==> src/rtl/adc_burst_sched_pkg.sv <==
// Shared state encoding, tag defaults and tag selection for the ADC burst scheduler.
package adc_burst_sched_pkg;

  typedef enum logic [1:0] {
    ST_IDLE     = 2'd0,
    ST_WAIT_PPS = 2'd1,
    ST_RUN      = 2'd2
  } state_t;

  localparam int DATA_W = 64;
  localparam int TAG_W  = 7;

  localparam logic [TAG_W-1:0] TAG_START_DEF  = 7'h01;
  localparam logic [TAG_W-1:0] TAG_END_DEF    = 7'h02;
  localparam logic [TAG_W-1:0] TAG_SINGLE_DEF = 7'h03;

  // A beat that both opens and closes a burst carries the single tag.
  function automatic logic [TAG_W-1:0] sel_tag(
    input logic             first_beat,
    input logic             final_beat,
    input logic [TAG_W-1:0] tag_start,
    input logic [TAG_W-1:0] tag_end,
    input logic [TAG_W-1:0] tag_single
  );
    logic [TAG_W-1:0] tag;
    tag = '0;
    if (first_beat && final_beat) tag = tag_single;
    else if (first_beat)          tag = tag_start;
    else if (final_beat)          tag = tag_end;
    return tag;
  endfunction

endpackage

==> src/rtl/adc_burst_out_reg.sv <==
// One-deep registered output stage carrying 64-bit data plus last/tag sideband.
// Handshake: a beat moves when valid and ready are both high on a rising clock edge;
// the output side holds every field stable while out_valid_o is high and out_ready_i low.
module adc_burst_out_reg
  import adc_burst_sched_pkg::*;
(
  input  logic              clk,
  input  logic              rst,
  input  logic              in_valid_i,
  output logic              in_ready_o,
  input  logic [DATA_W-1:0] in_data_i,
  input  logic              in_last_i,
  input  logic              in_tag_valid_i,
  input  logic [TAG_W-1:0]  in_tag_type_i,
  output logic              out_valid_o,
  input  logic              out_ready_i,
  output logic [DATA_W-1:0] out_data_o,
  output logic              out_last_o,
  output logic              out_tag_valid_o,
  output logic [TAG_W-1:0]  out_tag_type_o
);

  logic              valid_q;
  logic [DATA_W-1:0] data_q;
  logic              last_q;
  logic              tag_valid_q;
  logic [TAG_W-1:0]  tag_type_q;

  assign in_ready_o = !valid_q || out_ready_i;

  always_ff @(posedge clk) begin
    if (rst) begin
      valid_q     <= 1'b0;
      data_q      <= '0;
      last_q      <= 1'b0;
      tag_valid_q <= 1'b0;
      tag_type_q  <= '0;
    end else if (in_valid_i && in_ready_o) begin
      valid_q     <= 1'b1;
      data_q      <= in_data_i;
      last_q      <= in_last_i;
      tag_valid_q <= in_tag_valid_i;
      tag_type_q  <= in_tag_type_i;
    end else if (valid_q && out_ready_i) begin
      // Sideband is cleared on drain; data is left as-is.
      valid_q     <= 1'b0;
      last_q      <= 1'b0;
      tag_valid_q <= 1'b0;
      tag_type_q  <= '0;
    end
  end

  assign out_valid_o     = valid_q;
  assign out_data_o      = data_q;
  assign out_last_o      = last_q;
  assign out_tag_valid_o = tag_valid_q;
  assign out_tag_type_o  = tag_type_q;

endmodule

==> src/rtl/adc_burst_scheduler.sv <==
// Gates an ADC sample stream into counted or continuous bursts, optionally PPS-aligned,
// with packet boundaries, start/end tags and a saturating count of discarded samples.
module adc_burst_scheduler
  import adc_burst_sched_pkg::*;
#(
  parameter int               CNT_W      = 32,
  parameter int               PKT_W      = 16,
  parameter logic [TAG_W-1:0] TAG_START  = TAG_START_DEF,
  parameter logic [TAG_W-1:0] TAG_END    = TAG_END_DEF,
  parameter logic [TAG_W-1:0] TAG_SINGLE = TAG_SINGLE_DEF
) (
  input  logic              user_clk,
  input  logic              user_rst,
  input  logic              pps,
  input  logic              cmd_valid,
  output logic              cmd_ready,
  input  logic [CNT_W-1:0]  cmd_num,
  input  logic              cmd_at_pps,
  input  logic [PKT_W-1:0]  cmd_pkt_len,
  input  logic              cmd_stop,
  input  logic              s_adc_valid,
  output logic              s_adc_ready,
  input  logic [DATA_W-1:0] s_adc_data,
  output logic              m_adc_valid,
  input  logic              m_adc_ready,
  output logic [DATA_W-1:0] m_adc_data,
  output logic              m_adc_tag_valid,
  output logic [TAG_W-1:0]  m_adc_tag_type,
  output logic              m_adc_last,
  output logic              busy,
  output logic [31:0]       drop_cnt,
  output state_t            dbg_state
);

  state_t           state_q;
  logic             pps_q;
  logic [CNT_W-1:0] num_q;
  logic [PKT_W-1:0] pkt_len_q;
  logic [CNT_W-1:0] burst_cnt_q;
  logic [PKT_W-1:0] pkt_cnt_q;
  logic             stop_pend_q;
  logic [31:0]      drop_q;
  logic [31:0]      drop_d;

  logic in_run, or_in_ready, beat_acc, cmd_acc;
  logic first_beat, cnt_final, final_beat, pkt_last, pps_rise;

  assign in_run      = (state_q == ST_RUN);
  assign s_adc_ready = in_run ? or_in_ready : 1'b1;
  assign beat_acc    = in_run && s_adc_valid && or_in_ready;
  assign cmd_ready   = !user_rst && (state_q == ST_IDLE) && !m_adc_valid;
  assign cmd_acc     = cmd_valid && cmd_ready;
  assign pps_rise    = pps && !pps_q;

  assign first_beat = (burst_cnt_q == '0);
  // A zero sample count means continuous: the counter wraps and never ends the burst.
  assign cnt_final  = (num_q != '0) && (burst_cnt_q == num_q - CNT_W'(1));
  assign final_beat = cnt_final || stop_pend_q;
  assign pkt_last   = (pkt_len_q != '0) && (pkt_cnt_q == pkt_len_q - PKT_W'(1));

  always_comb begin
    drop_d = drop_q;
    if (!in_run && s_adc_valid && (drop_q != 32'hFFFF_FFFF)) drop_d = drop_q + 32'd1;
  end

  always_ff @(posedge user_clk) begin
    if (user_rst) begin
      state_q     <= ST_IDLE;
      pps_q       <= 1'b0;
      num_q       <= '0;
      pkt_len_q   <= '0;
      burst_cnt_q <= '0;
      pkt_cnt_q   <= '0;
      stop_pend_q <= 1'b0;
      drop_q      <= '0;
    end else begin
      pps_q  <= pps;
      drop_q <= drop_d;
      case (state_q)
        ST_IDLE: begin
          if (cmd_acc) begin
            num_q       <= cmd_num;
            pkt_len_q   <= cmd_pkt_len;
            burst_cnt_q <= '0;
            pkt_cnt_q   <= '0;
            stop_pend_q <= 1'b0;
            state_q     <= cmd_at_pps ? ST_WAIT_PPS : ST_RUN;
          end
        end
        ST_WAIT_PPS: begin
          if (cmd_stop)      state_q <= ST_IDLE;
          else if (pps_rise) state_q <= ST_RUN;
        end
        ST_RUN: begin
          if (beat_acc) begin
            burst_cnt_q <= burst_cnt_q + CNT_W'(1);
            pkt_cnt_q   <= pkt_last ? '0 : pkt_cnt_q + PKT_W'(1);
          end
          // A stop arriving with the final beat is absorbed so only one end is emitted.
          if (beat_acc && final_beat) begin
            state_q     <= ST_IDLE;
            stop_pend_q <= 1'b0;
          end else if (cmd_stop) begin
            stop_pend_q <= 1'b1;
          end
        end
        default: state_q <= ST_IDLE;
      endcase
    end
  end

  adc_burst_out_reg u_out_reg (
    .clk             (user_clk),
    .rst             (user_rst),
    .in_valid_i      (beat_acc),
    .in_ready_o      (or_in_ready),
    .in_data_i       (s_adc_data),
    .in_last_i       (final_beat || pkt_last),
    .in_tag_valid_i  (first_beat || final_beat),
    .in_tag_type_i   (sel_tag(first_beat, final_beat, TAG_START, TAG_END, TAG_SINGLE)),
    .out_valid_o     (m_adc_valid),
    .out_ready_i     (m_adc_ready),
    .out_data_o      (m_adc_data),
    .out_last_o      (m_adc_last),
    .out_tag_valid_o (m_adc_tag_valid),
    .out_tag_type_o  (m_adc_tag_type)
  );

  assign busy      = (state_q != ST_IDLE) || m_adc_valid;
  assign drop_cnt  = drop_q;
  assign dbg_state = state_q;

endmodule

==> config.mk <==
export PLATFORM = sky130hd
export DESIGN_NAME = adc_burst_scheduler
export DESIGN_NICKNAME = d
export VERILOG_FILES = /design/src/rtl/adc_burst_sched_pkg.sv /design/src/rtl/adc_burst_out_reg.sv /design/src/rtl/adc_burst_scheduler.sv
export SDC_FILE = /design/constraint.sdc
export NUM_CORES = 1
export LEC_CHECK = 0
export CELL_PAD_IN_SITES_DETAIL_PLACEMENT = 2
export CELL_PAD_IN_SITES_GLOBAL_PLACEMENT = 2
export CORE_MARGIN = 2
export CORE_UTILIZATION = 32
export CTS_BUF_LIST = sky130_fd_sc_hd__clkbuf_4 sky130_fd_sc_hd__clkbuf_8
export CTS_CLUSTER_SIZE = 20
export DETAILED_ROUTE_END_ITERATION = 7
export PLACE_DENSITY = 0.9
export SETUP_SLACK_MARGIN = 0.5
export SLEW_MARGIN = 20
export SYNTH_ARGS = -nofsm -noshare
export SYNTH_HDL_FRONTEND = slang
export SYNTH_SLANG_ARGS = --single-unit
export TNS_END_PERCENT = 100
==> constraint.sdc <==
create_clock -name user_clk -period 5.1 [get_ports user_clk]
set_input_delay 1.53 -clock user_clk [delete_from_list [all_inputs] [get_ports user_clk]]
set_output_delay 1.53 -clock user_clk [all_outputs]
set_load 0.01 [all_outputs]
==> summary.txt <==
Routing
  – WL/cell: 20.9 µm
  – Iter 0 DRT Violations: 382
  – Final ANT Viol Nets: 0
  – 1st-pass router iterations: 4
  – DRC: 0
  – Via/cell ratio: 5.28
  – Final wirelength: 37,100 µm
  – Vias: 9,400

Final layout
  – Register area: 0.00402 mm²
  – Total Nets Final: 1,486
  – Number of fill cells: 3,284
  – Layout cells sized above 1: 0.0742
  – Final core occ: 0.440
  – Finished Cell Area: 0.0130 mm²
  – Multi-input logic area: 0.00519 mm²
  – Area delta synth->final: 35.9%

Min path
  – Hold depth: 2
  – Hold Path End: u_out_reg.out_data_o[54]
  – Hold WC Path Type: reg -> reg
  – Min-delay src: u_out_reg.out_data_o[54]

Worst setup path
  – CP startpoint kind: primary input
  – CP Max Fanout: 3
  – Crit-path most repeated cell: clkdlybuf4s50_1
  – Worst-path cell chain: clkdlybuf4s50_1 > nor2b_1 > nand2_1 > clkdlybuf4s50_1
  – WP data arrival: 2.83 ns
  – Biggest cell delay along the critical path: 0.50 ns
  – FF-to-FF path depth: 8
  – Crit. End Element: primary output
  – Reg2reg end: u_out_reg.out_tag_type_o[1]
  – Cell at the slowest stage of the critical path: clkdlybuf4s50_1
  – Beginning of the worst register-to-register path: num_q[2]
  – WP buf/inv: 2
  – Critical path class: in -> out
  – Reg2Reg Setup Slack: 1.41 ns
  – WP data required: 3.57 ns
  – Cell family with the largest share of critical-path delay: buffers and inverters

Pwr
  – Overall Power: 5.23 mW
  – Max IR drop VDD: 0.232 mV
  – Leakage Power: 4.72 nW
  – PD cells: 403 mW/mm²

Timing
  – Final TNS setup: 0 ns
  – Final Max Tran Viols: 0
  – Layout Skew: 0.0287 ns
  – Least-Margin Pin Slew: 0.980 ns
  – Setup violators final: 0
  – Fin crit share: 0.855
  – RSZ-0062 raised after global routing: no
  – Minimum clock period: 4.36 ns
  – Max frequency: 0.229 GHz
  – Hold Vio Cnt, Final: 0
  – Slew margin rel.: 0.341

Placed design
  – Routability cong.: 0.788
  – Cell Area, Placed: 0.0121 mm²
  – PortBufs: 225
  – Final HPWL DP: 26,000 µm

Synthesis
  – FFs w/ async S/R, synth: 0
  – Syn Area/Cell: 8.30 µm²
  – Synth unique cells: 66
  – Cells after Synth: 1,150
  – Syn Std Cell Area: 0.00955 mm²
  – Yosys reg bits: 201
  – Post-synth top flop: dfxtp_1
  – Post-synth EDFFs: 0
  – Synth top cells by count: 201 x dfxtp_1, 184 x nand2_1, 101 x a21oi_1
  – Yosys top cell by area: dfxtp_1
  – Synth top area cells: dfxtp_1 42%, nand2_1 7.2%, xor2_1 6.3%
  – Synth Warn #: 0
  – Sequential area share after synthesis: 0.421
  – Most numerous cell in the Yosys netlist: dfxtp_1
  – Post-synth top area share: 0.421

Die
  – Initial Util: 0.324
  – Die H: 177 µm
  – Top-level I/O count: 231
  – Core region area: 0.0295 mm²
  – Row cnt: 63
  – DIE AREA: 0.0312 mm²
  – Die W: 177 µm

GRT
  – Antenna violations before repair: 1
  – First-pass GRT wire length: 58,900 µm
  – Largest net degree at the start of global routing: 76
  – Overall Global Routing Usage: 0.237
  – Vias in the first global route: 10,700
  – Grt ovf: 0

Run
  – Max-Cap Viols: 0

CTS
  – Post-CTS Resized: 0
  – Clock transition at path regs: 0.05 ns
  – CTS tree: built
  – Postcts setup bufs: 0
  – Hold_buf cts: 0
  – Clk sinks: 201
  – Clock Latency Late Sink: 0.54 ns
  – Clock Tree Root: clkbuf_8
  – CTS H-tree lvls: 2
  – Number of CTS-inserted buffers: 40
  – Max Buffers Root-to-Sink: 3

Outcome
  – Outcome: finished clean
## sequential cells by signal, summed over array words and instances (netlist names)
register / flops
burst_cnt_q: 32
u_out_reg.out_last_o: 1
u_out_reg.out_tag_type_o: 2
u_out_reg.out_data_o: 64
pkt_len_q: 16
pps_q: 1
u_out_reg.out_tag_valid_o: 1
drop_cnt: 32
stop_pend_q: 1
pkt_cnt_q: 16
u_out_reg.out_valid_o: 1
num_q: 32
dbg_state: 2
## power by group
part / internal [mW] / switching [mW]
sequential: 1.72 / 0.187
clock: 1.08 / 0.732
combinational: 0.659 / 0.854
total: 3.46 / 1.77
## per-layer routing
metal / vias up / track usage / routed length, µm
met5: - / 0 / 16
met4: 2 / 0.0737 / 921
met1: 4667 / 0.277 / 15500
met3: 69 / 0.0696 / 2420
li1: 4440 / - / -
met2: 222 / 0.416 / 18300
## worst register-to-register path, cell delays in order (launching register included)
cell and delay [ns]:
dfxtp_1 0.39, nor4_2 0.64, nand2_1 0.38, nor4b_1 0.60, mux2i_1 0.15, o21ai_0 0.34
nand4_1 0.16, nor4_2 0.71, a221o_1 0.28
## how the worst max path moves through the flow
stage / from / end / cells past startpoint
floorplan: user_rst / cmd_ready / 4
global placement: m_adc_ready / s_adc_ready / 4
detailed placement: m_adc_ready / s_adc_ready / 4
CTS: m_adc_ready / s_adc_ready / 4
global route: m_adc_ready / s_adc_ready / 4
finish: m_adc_ready / s_adc_ready / 4
## cell usage in the layout, fill, tap and decap left out, drive strengths merged, types with 4 or more instances in the layout
cell type	count
a31oi	12
nor2b	11
nand2b	11
xnor2	45
xor2	69
ha	6
nor2	89
nand4	23
nor4	18
and3	20
clkbuf	65
a22o	45
o21ai	30
inv	20
clkdlybuf4s50	224
mux2i	9
nand3	39
or4	7
conb	5
nand2	184
and4	9
or3	17
nor3	29
nand3b	10
o21a	5
buf	11
nor3b	4
and2	9
a21oi	101
dfxtp	201
nor4b	5
## cells by family after synthesis
| family | synth area share |
|---|---|
| and+or+nand+nor | 0.258 |
| adders and majority gates | 0.00786 |
| xor gates and xnor gates | 0.105 |
| other | 0.000393 |
| muxes | 0.0130 |
| AOI/OAI and AO/OA | 0.155 |
| buffers and inverters | 0.0397 |
| DFF | 0.421 |
## through the flow
step,instances,setup WS (ns),hold slack [ns]
after floorplan,1154,1.08,0.466
after global placement,1708,0.770,0.440
after CTS,1778,0.742,0.457
after global routing,1778,0.701,0.479
after detailed placement,1708,0.750,0.451
final,1779,0.738,0.456
## final cells by class
class                      count  area share
tap                          390      0.0376
timing repair buffer         235       0.179
clock buffer                  65      0.0608
multi-input combinational    863       0.400
clock inverter                 5     0.00627
antenna                        1    0.000193
inverter                      19     0.00550
sequential                   201       0.310
Note: power is estimated with default switching activity, not from simulation.
